--- config.mk ---
export PLATFORM = sky130hd
export DESIGN_NAME = fcc_label_sched
export DESIGN_NICKNAME = d
export VERILOG_FILES = /design/src/rtl/fcc_pkg.sv /design/src/rtl/fcc_nbr_gen.sv /design/src/rtl/fcc_label_sched.sv
export SDC_FILE = /design/constraint.sdc
export NUM_CORES = 1
export LEC_CHECK = 0
export CAP_MARGIN = 20
export CORE_ASPECT_RATIO = 1.1
export CORE_MARGIN = 2
export CORE_UTILIZATION = 40
export DETAILED_ROUTE_END_ITERATION = 8
export PLACE_DENSITY_LB_ADDON = 0.15
export SLEW_MARGIN = 10
export SYNTH_ARGS = -nofsm -noshare
export SYNTH_HDL_FRONTEND = slang
export SYNTH_SLANG_ARGS = --single-unit
--- constraint.sdc ---
create_clock -name clk -period 4.99 [get_ports clk]
set_input_delay 0.7485 -clock clk [delete_from_list [all_inputs] [get_ports clk]]
set_output_delay 0.7485 -clock clk [all_outputs]
set_load 0.03 [all_outputs]
--- src/rtl/fcc_pkg.sv ---
// Shared encodings for the label scheduler: FSM states, neighbor indices, union-find request kinds.
package fcc_pkg;

  typedef enum logic [2:0] {
    ST_IDLE  = 3'd0,
    ST_MAKE  = 3'd1,
    ST_READ  = 3'd2,
    ST_WAIT  = 3'd3,
    ST_UNION = 3'd4
  } fcc_state_t;

  localparam logic [1:0] NBR_W  = 2'd0;
  localparam logic [1:0] NBR_NW = 2'd1;
  localparam logic [1:0] NBR_N  = 2'd2;
  localparam logic [1:0] NBR_NE = 2'd3;

  localparam logic UN_MAKE  = 1'b0;
  localparam logic UN_UNION = 1'b1;

endpackage

--- src/rtl/fcc_nbr_gen.sv ---
// Combinational neighbor generator: coordinates of neighbor k of (r,c) and whether it lies in the image.
module fcc_nbr_gen
  import fcc_pkg::*;
#(
  parameter int COLS  = 30,
  parameter int COL_W = 5
) (
  input  logic [7:0]       r,
  input  logic [COL_W-1:0] c,
  input  logic [1:0]       k,
  output logic [7:0]       nbr_row,
  output logic [COL_W-1:0] nbr_col,
  output logic             in_bounds
);

  localparam logic [COL_W-1:0] COL_LAST = COL_W'(COLS - 1);

  always_comb begin
    nbr_row   = r;
    nbr_col   = c;
    in_bounds = 1'b0;
    case (k)
      NBR_W: begin
        nbr_col   = c - 1'b1;
        in_bounds = (c != '0);
      end
      NBR_NW: begin
        nbr_row   = r - 1'b1;
        nbr_col   = c - 1'b1;
        in_bounds = (c != '0) && (r != '0);
      end
      NBR_N: begin
        nbr_row   = r - 1'b1;
        in_bounds = (r != '0);
      end
      default: begin
        nbr_row   = r - 1'b1;
        nbr_col   = c + 1'b1;
        in_bounds = (r != '0) && (c != COL_LAST);
      end
    endcase
  end

endmodule

--- src/rtl/fcc_label_sched.sv ---
// Connected-component label scheduler: per accepted point, issue make-set, then probe the
// four causal neighbors and issue a union for every neighbor reported as a hit.
module fcc_label_sched
  import fcc_pkg::*;
#(
  parameter int ROWS  = 30,
  parameter int COLS  = 30,
  parameter int COL_W = 5,
  parameter int CNT_W = 16
) (
  input  logic             clk,
  input  logic             rst,
  input  logic             pt_valid,
  output logic             pt_ready,
  input  logic [7:0]       pt_row,
  input  logic [COL_W-1:0] pt_col,
  input  logic             pt_is_ground,
  output logic             rd_en,
  output logic [7:0]       rd_row,
  output logic [COL_W-1:0] rd_col,
  input  logic             rd_hit,
  output logic             un_valid,
  input  logic             un_ready,
  output logic             un_kind,
  output logic [7:0]       un_a_row,
  output logic [COL_W-1:0] un_a_col,
  output logic [7:0]       un_b_row,
  output logic [COL_W-1:0] un_b_col,
  output logic             busy,
  output logic             frame_done,
  output logic             err_coord,
  output logic [CNT_W-1:0] union_cnt
);

  // state | meaning
  // IDLE  | waiting for a point (pt_ready=1)
  // MAKE  | make-set request outstanding
  // READ  | neighbor read issued
  // WAIT  | rd_hit sampled
  // UNION | union request outstanding

  localparam logic [7:0]       ROW_LAST = 8'(ROWS - 1);
  localparam logic [COL_W-1:0] COL_LAST = COL_W'(COLS - 1);

  fcc_state_t       state, state_nxt;
  logic [7:0]       cur_row;
  logic [COL_W-1:0] cur_col;
  logic [1:0]       k_q, k_nxt;

  logic [7:0]       n_row [4];
  logic [COL_W-1:0] n_col [4];
  logic [3:0]       n_inb;

  for (genvar g = 0; g < 4; g++) begin : g_nbr
    fcc_nbr_gen #(.COLS(COLS), .COL_W(COL_W)) u_nbr (
      .r        (cur_row),
      .c        (cur_col),
      .k        (2'(g)),
      .nbr_row  (n_row[g]),
      .nbr_col  (n_col[g]),
      .in_bounds(n_inb[g])
    );
  end

  // Next in-bounds neighbor at or after scan_from; out-of-bounds ones are skipped in zero cycles.
  logic [2:0] scan_from;
  logic       scan_hit;
  logic [1:0] scan_k;

  always_comb begin
    scan_from = (state == ST_MAKE) ? 3'd0 : ({1'b0, k_q} + 3'd1);
    scan_hit  = 1'b0;
    scan_k    = 2'd0;
    for (int i = 3; i >= 0; i--) begin
      if (n_inb[i] && (i >= int'(scan_from))) begin
        scan_hit = 1'b1;
        scan_k   = 2'(i);
      end
    end
  end

  logic pt_oor, pt_last, cur_last;
  logic capture, set_err, cnt_inc, done_evt, advance;

  assign pt_oor   = (pt_row > ROW_LAST) || (pt_col > COL_LAST);
  assign pt_last  = (pt_row == ROW_LAST) && (pt_col == COL_LAST);
  assign cur_last = (cur_row == ROW_LAST) && (cur_col == COL_LAST);

  always_comb begin
    state_nxt = state;
    k_nxt     = k_q;
    capture   = 1'b0;
    set_err   = 1'b0;
    cnt_inc   = 1'b0;
    done_evt  = 1'b0;
    advance   = 1'b0;
    case (state)
      ST_IDLE: begin
        if (pt_valid) begin
          if (pt_oor) begin
            set_err = 1'b1;
          end else if (pt_is_ground) begin
            done_evt = pt_last;
          end else begin
            capture   = 1'b1;
            state_nxt = ST_MAKE;
          end
        end
      end
      ST_MAKE:  advance   = un_ready;
      ST_READ:  state_nxt = ST_WAIT;
      ST_WAIT: begin
        if (rd_hit) state_nxt = ST_UNION;
        else        advance   = 1'b1;
      end
      ST_UNION: begin
        cnt_inc = un_ready;
        advance = un_ready;
      end
      default:  state_nxt = ST_IDLE;
    endcase
    if (advance) begin
      if (scan_hit) begin
        state_nxt = ST_READ;
        k_nxt     = scan_k;
      end else begin
        state_nxt = ST_IDLE;
        done_evt  = cur_last;
      end
    end
  end

  always_ff @(posedge clk) begin
    if (rst) begin
      state      <= ST_IDLE;
      cur_row    <= '0;
      cur_col    <= '0;
      k_q        <= '0;
      err_coord  <= 1'b0;
      union_cnt  <= '0;
      frame_done <= 1'b0;
    end else begin
      state      <= state_nxt;
      k_q        <= k_nxt;
      frame_done <= done_evt;
      if (capture) begin
        cur_row <= pt_row;
        cur_col <= pt_col;
      end
      if (set_err) err_coord <= 1'b1;
      if (cnt_inc && (union_cnt != '1)) union_cnt <= union_cnt + 1'b1;
    end
  end

  assign pt_ready = (state == ST_IDLE);
  assign busy     = (state != ST_IDLE);
  assign rd_en    = (state == ST_READ);
  assign un_valid = (state == ST_MAKE) || (state == ST_UNION);
  assign un_kind  = (state == ST_UNION) ? UN_UNION : UN_MAKE;
  assign rd_row   = rd_en ? n_row[k_q] : '0;
  assign rd_col   = rd_en ? n_col[k_q] : '0;
  assign un_a_row = un_valid ? cur_row : '0;
  assign un_a_col = un_valid ? cur_col : '0;
  assign un_b_row = (state == ST_UNION) ? n_row[k_q] : '0;
  assign un_b_col = (state == ST_UNION) ? n_col[k_q] : '0;

endmodule

Word-level counts from Yosys, hierarchy flattened
Cells that the tools add are included.
Storage, ports and cells
  register bits after elaboration: 36
  bits in latches: 0
  memory bits (writable): 0
  memory bits (read-only): 0
  word-level logic and storage cells: 98
  memories kept: 0
Cells by class
  add/subtract/negate cells: 5
  multipliers: 0
  div/mod/pow operators: 0
  magnitude comparators: 7
  equality and inequality tests: 15
  shift-type cells: 0
  muxes and demuxes: 45
  bitwise gates (word level): 1
  reduce and logical (&&, ||, !) cells: 18
Operators by type and width (count)
  8-bit two-way mux: 5
  5-bit two-way mux: 5
  1-bit two-way mux: 20
  3-bit two-way mux: 6
  16-bit by 1-bit adder with 16-bit output (second input constant): 1
  8-bit binary-select mux with 2-bit select: 1
  8-bit by 5-bit equality test with 1-bit output (second input constant): 2
  16-bit != test (second input constant): 1
  3-bit one-hot mux with 4 select lines: 1
  5-bit binary-select mux with 2-bit select: 1
  5-bit equality test (second input constant): 2
  2-bit two-way mux: 5
  1-bit logical AND: 9
  3-bit by 2-bit != test with 1-bit output (second input constant): 3
  8-bit by 5-bit greater-than comparator with 1-bit output (second input constant): 1
  8-bit nonzero test: 1
  8-bit by 1-bit subtractor with 8-bit output (second input constant): 1
  3-bit by 2-bit equality test with 1-bit output (second input constant): 2
  1-bit by 3-bit greater-or-equal comparator with 1-bit output (first input constant): 2
  2-bit by 3-bit greater-or-equal comparator with 1-bit output (first input constant): 2
  5-bit by 1-bit adder with 5-bit output (second input constant): 1
  5-bit greater-than comparator (second input constant): 1
  5-bit != test (second input constant): 1
  5-bit AND reduction: 1
  other kinds (15): 16

Longest topological paths before layout
  word-level depth: 10
  depth in mapped cells: 7
  depth with buffers taken out: 7

Hierarchy
A second synthesis with hierarchy kept.
Second synthesis, totals
  cell total of the unflattened synthesis: 504
  area total of the unflattened synthesis: 4090.2 µm²
Modules (own cells, without submodules)
  fcc_label_sched: instances 1, cells an instance 284, area each 2493.6 µm², sequential area each 720.7 µm²
  fcc_nbr_gen: instances 4, cells an instance 55, area each 399.1 µm², sequential area each 0.0 µm²

Worst setup path after synthesis
Ideal clock, no wire load.
  path kind: flip-flop to output port
  start point: reg k_q[0]
  end point: out rd_row[5]
  arrival time: 1.716 ns
  data required time: 4.242 ns
  slack: 2.526 ns
  cell stages (with the launch flop): 7
  path buffers: 1
  cells stage by stage: dfxtp_1 -> buf_2 -> nor2_1 -> or4_1 -> nor3_1 -> xnor2_1 -> nor2_1
Between the ends
  cells in the longest elaborated chain, start to end: 5
RTL lines
  start: declaration: RTL line fcc_label_sched.sv:48  | logic [1:0] k_q, k_nxt;
  start signal: assignment: RTL line fcc_label_sched.sv:144  | k_q <= k_nxt;
  2-bit inverter with 3-bit output (implied by the code): RTL line fcc_label_sched.sv:160  | assign rd_row = rd_en ? n_row[k_q] : '0;
  8-bit binary-select mux with 2-bit select: RTL line fcc_label_sched.sv:160
  8-bit two-way mux (implied by the code) (2 in a row): RTL line fcc_label_sched.sv:160
  8-bit two-way mux: RTL line fcc_label_sched.sv:160
  end: declaration: RTL line fcc_label_sched.sv:19  | output logic [7:0] rd_row,
No other way between the ends. The select of a mux whose other input is x is not followed.

Worst setup path in the final report
  start point: reg state[1]
  end point: out un_a_row[6]
Between the ends
  cells in the longest elaborated chain, start to end: 3
  elaborated cells between the ends (all ways): 4
RTL lines
  start: declaration: RTL line fcc_label_sched.sv:45  | fcc_state_t state, state_nxt;
  start signal: assignment: RTL line fcc_label_sched.sv:143  | state <= state_nxt;
  3-bit by 1-bit equality test with 1-bit output / 3-bit equality test (equally long branches): RTL line fcc_label_sched.sv:158  | assign un_valid = (state == ST_MAKE) || (state == ST_UNION);
  1-bit logical OR (*): RTL line fcc_label_sched.sv:158
  8-bit two-way mux (*): RTL line fcc_label_sched.sv:162  | assign un_a_row = un_valid ? cur_row : '0;
  end: declaration: RTL line fcc_label_sched.sv:25  | output logic [7:0] un_a_row,
Every way passes the cells marked *; elsewhere a longest branch is shown, timed or not.

==> flow_metrics.env <==
export IMPL_crit_path_max_fanout=14
export IMPL_synth_top_family_by_area="simple AND/OR/NAND/NOR gates"
export IMPL_ctsResizeCount=0
export IMPL_dp_slack_ps=1700
export IMPL_vdd_ir_drop_max_v=0.000157
export IMPL_place_inst=431
export IMPL_num_rows=29
export IMPL_path_clk_slew_ps=70
export IMPL_mostFrequentLayoutCells="80 x clkdlybuf4s50_1, 67 x nor2_1, 36 x dfxtp_1"
export IMPL_clock_latency_ps=290
export IMPL_fin_nets=390
export IMPL_slew_violations=0
export IMPL_multi_input_area_mm2=0.00148
export IMPL_fin_crit_sh_pct=71.8
export IMPL_die_height_um=84.0
export IMPL_synth_compound_area_share_pct=10.5
export IMPL_drc=0
export IMPL_cp_start_kind="flip-flop"
export IMPL_hold_class="reg -> reg"
export IMPL_synth_edf_count=0
export IMPL_grt_pass1_wl_um=9470
export IMPL_core_area_mm2=0.00570
export IMPL_clockBufferDepth=2
export IMPL_status="complete, no violations"
export IMPL_slew_headroom_pct=31.3
export IMPL_drt_total_wl_um=6070
export IMPL_io_pins=81
export IMPL_yosys_area_top_type="dfxtp_1"
export IMPL_cp_slowest_cell="nor2_1"
export IMPL_grtUsageTotal_pct=18.2
export IMPL_synth_cell_area_mm2=0.00232
export IMPL_setup_violations_final=0
export IMPL_synth_cell_type_count=48
export IMPL_synth_seq_area_share_pct=31.0
export IMPL_antenna_left=0
export IMPL_hpwl_um=4600
export IMPL_max_cap_viol_count=0
export IMPL_cts_made_buffers=5
export IMPL_vias_per_cell=5.13
export IMPL_finalNonFillerCells=439
export IMPL_cp_end_kind="output pin"
export IMPL_async_flop_share_pct=0
export IMPL_synth_top_area_share_pct=31.0
export IMPL_cts_hold_buf=0
export IMPL_placed_area_mm2=0.00315
export IMPL_yosys_area_share_simple_pct=32.6
export IMPL_wire_per_inst_um=13.8
export IMPL_firstDrtPassIters=4
export IMPL_critPathBufInv=2
export IMPL_grt_overflow=0
export IMPL_post_cts_buffers=0
export IMPL_rsz0062_at_grt="no"
export IMPL_first_global_vias=1905
export IMPL_clock_root_buffer="clkbuf_8"
export IMPL_gp_congestion=0.782
export IMPL_cpMostUsedCell="nor2_1"
export IMPL_final_common_cell="clkdlybuf4s50_1"
export IMPL_area_growth_pct=39.2
export IMPL_crit_chain="nor2_1, nand2_1, inv_1, nor2_1, nor2b_1, clkdlybuf4s50_1"
export IMPL_fillers=563
export IMPL_worstSetupPathType="reg -> out"
export IMPL_synth_seq_cells=36
export IMPL_die_w_um=76.7
export IMPL_regArea_um2=721
export IMPL_n_antenna_cell=0
export IMPL_critPathTopFamily="simple AND/OR/NAND/NOR gates"
export IMPL_cellPowerDensity_mw_per_mm2=164
export IMPL_grt_max_degree=29
export IMPL_fin_crit_ps=3590
export IMPL_synthTopCellsByArea="dfxtp_1 31%, nor2_1 11%, mux2i_1 6.5%"
export IMPL_total_power_uw=532
export IMPL_whs_ps=471
export IMPL_avgSynthCellArea_um2=8.04
export IMPL_cts_tree="yes"
export IMPL_p_leak_nw=1.11
export IMPL_skew_ps=8.45
export IMPL_critical_path_required_ps=4240
export IMPL_start_util_pct=40.8
export IMPL_io_buffers=80
export IMPL_tns_ps=0
export IMPL_htree_levels=2
export IMPL_fin_area_mm2=0.00324
export IMPL_fin_util_pct=56.8
export IMPL_yosysWarnings=0
export IMPL_worst_slew_pin_slew_ps=1030
export IMPL_drt_initial_drc_count=116
export IMPL_syn_num_nets=317
export IMPL_antenna_found_initial=0
export IMPL_dieArea_mm2=0.00644
export IMPL_synth_mux_area_share_pct=6.94
export IMPL_synthXorXnorAreaFrac_pct=8.67
export IMPL_hold_violations=0
export IMPL_fin_ws_ps=1400
export IMPL_slowest_delay_ps=680
export IMPL_clock_sinks=36
export IMPL_max_freq_mhz=279
export IMPL_cp_arrival_ps=2840
export IMPL_syn_inst=289
export IMPL_ys_flop_type="dfxtp_1"
export IMPL_drive_gt1_share_pct=5.25
export IMPL_synthAdderAreaFrac_pct=4.84
export IMPL_via_count=2251
area by class of cell:
type / count / share of cell area, %
clock buffer: 6 / 2.24
clock inverter: 1 / 0.155
inverter: 12 / 1.39
multi-input combinational: 225 / 45.6
sequential: 36 / 22.3
tap: 77 / 2.98
timing repair buffer: 82 / 25.3
worst reg2reg max path, stage by stage (launching register included):
cell,delay (ps)
dfxtp_1,330
inv_1,140
ha_1,170
nor4b_1,470
a311oi_1,200
o21a_1,230
o21ai_1,240
mux2i_1,230
routing by layer:
metal  wire (um)  vias up  global-route usage [%]  share of wire [%]
met5           0        -                       0                  0
met4          44        0                    4.46               0.72
met3         293        4                    3.68                4.8
met2        2890       52                    29.2                 48
met1        2840     1049                    24.9                 47
li1            -     1146                       -                  -
state kept, by name (all words and copies together), names as in the netlist:
| register | count |
|---|---|
| cur_col | 5 |
| frame_done | 1 |
| cur_row | 8 |
| k_q | 2 |
| state | 3 |
| union_cnt | 16 |
| err_coord | 1 |
synth_stat cells (2+ instances only):
master / instances
clkbuf_1: 10
nor4b_1: 2
nand3_1: 9
ha_1: 9
o21a_1: 3
nor3_1: 7
nor4_1: 3
nor3_2: 2
nand2b_1: 4
inv_1: 12
or4_1: 2
nor2_1: 67
nor3b_1: 3
nor2b_1: 11
and4_1: 3
a31oi_1: 3
xnor2_1: 15
nand2_1: 12
buf_2: 3
buf_6: 2
and3_1: 4
nand4_1: 9
a211oi_2: 2
xor2_1: 8
mux2i_1: 15
a211oi_1: 4
o21ai_1: 3
a21oi_1: 7
dfxtp_1: 36
final timing paths:
path                                  from           to  slack, ps  cells after the start
worst max register to register  cur_row[0]       k_q[0]       2920                      7
worst min-delay path             err_coord    err_coord        470                      2
worst min register to register   err_coord    err_coord        470                      2
worst max-delay path              state[1]  un_a_row[6]       1400                      6
power by group:
group	switching (mW)	internal [mW]	total (mW)
Clock	0.0992	0.0948	0.194
Sequential	0.00258	0.289	0.292
Combinational	0.0230	0.0233	0.0463
cell families after synthesis:
logic type | Yosys count
AND/OR/NAND/NOR | 146
flip-flops | 36
AO/OA/AOI/OAI | 31
buffers and inverters | 28
XOR/XNOR | 23
multiplexers | 16
adder cells (fa/ha/maj) | 9
No activity file was read; power rests on OpenSTA's default activity.
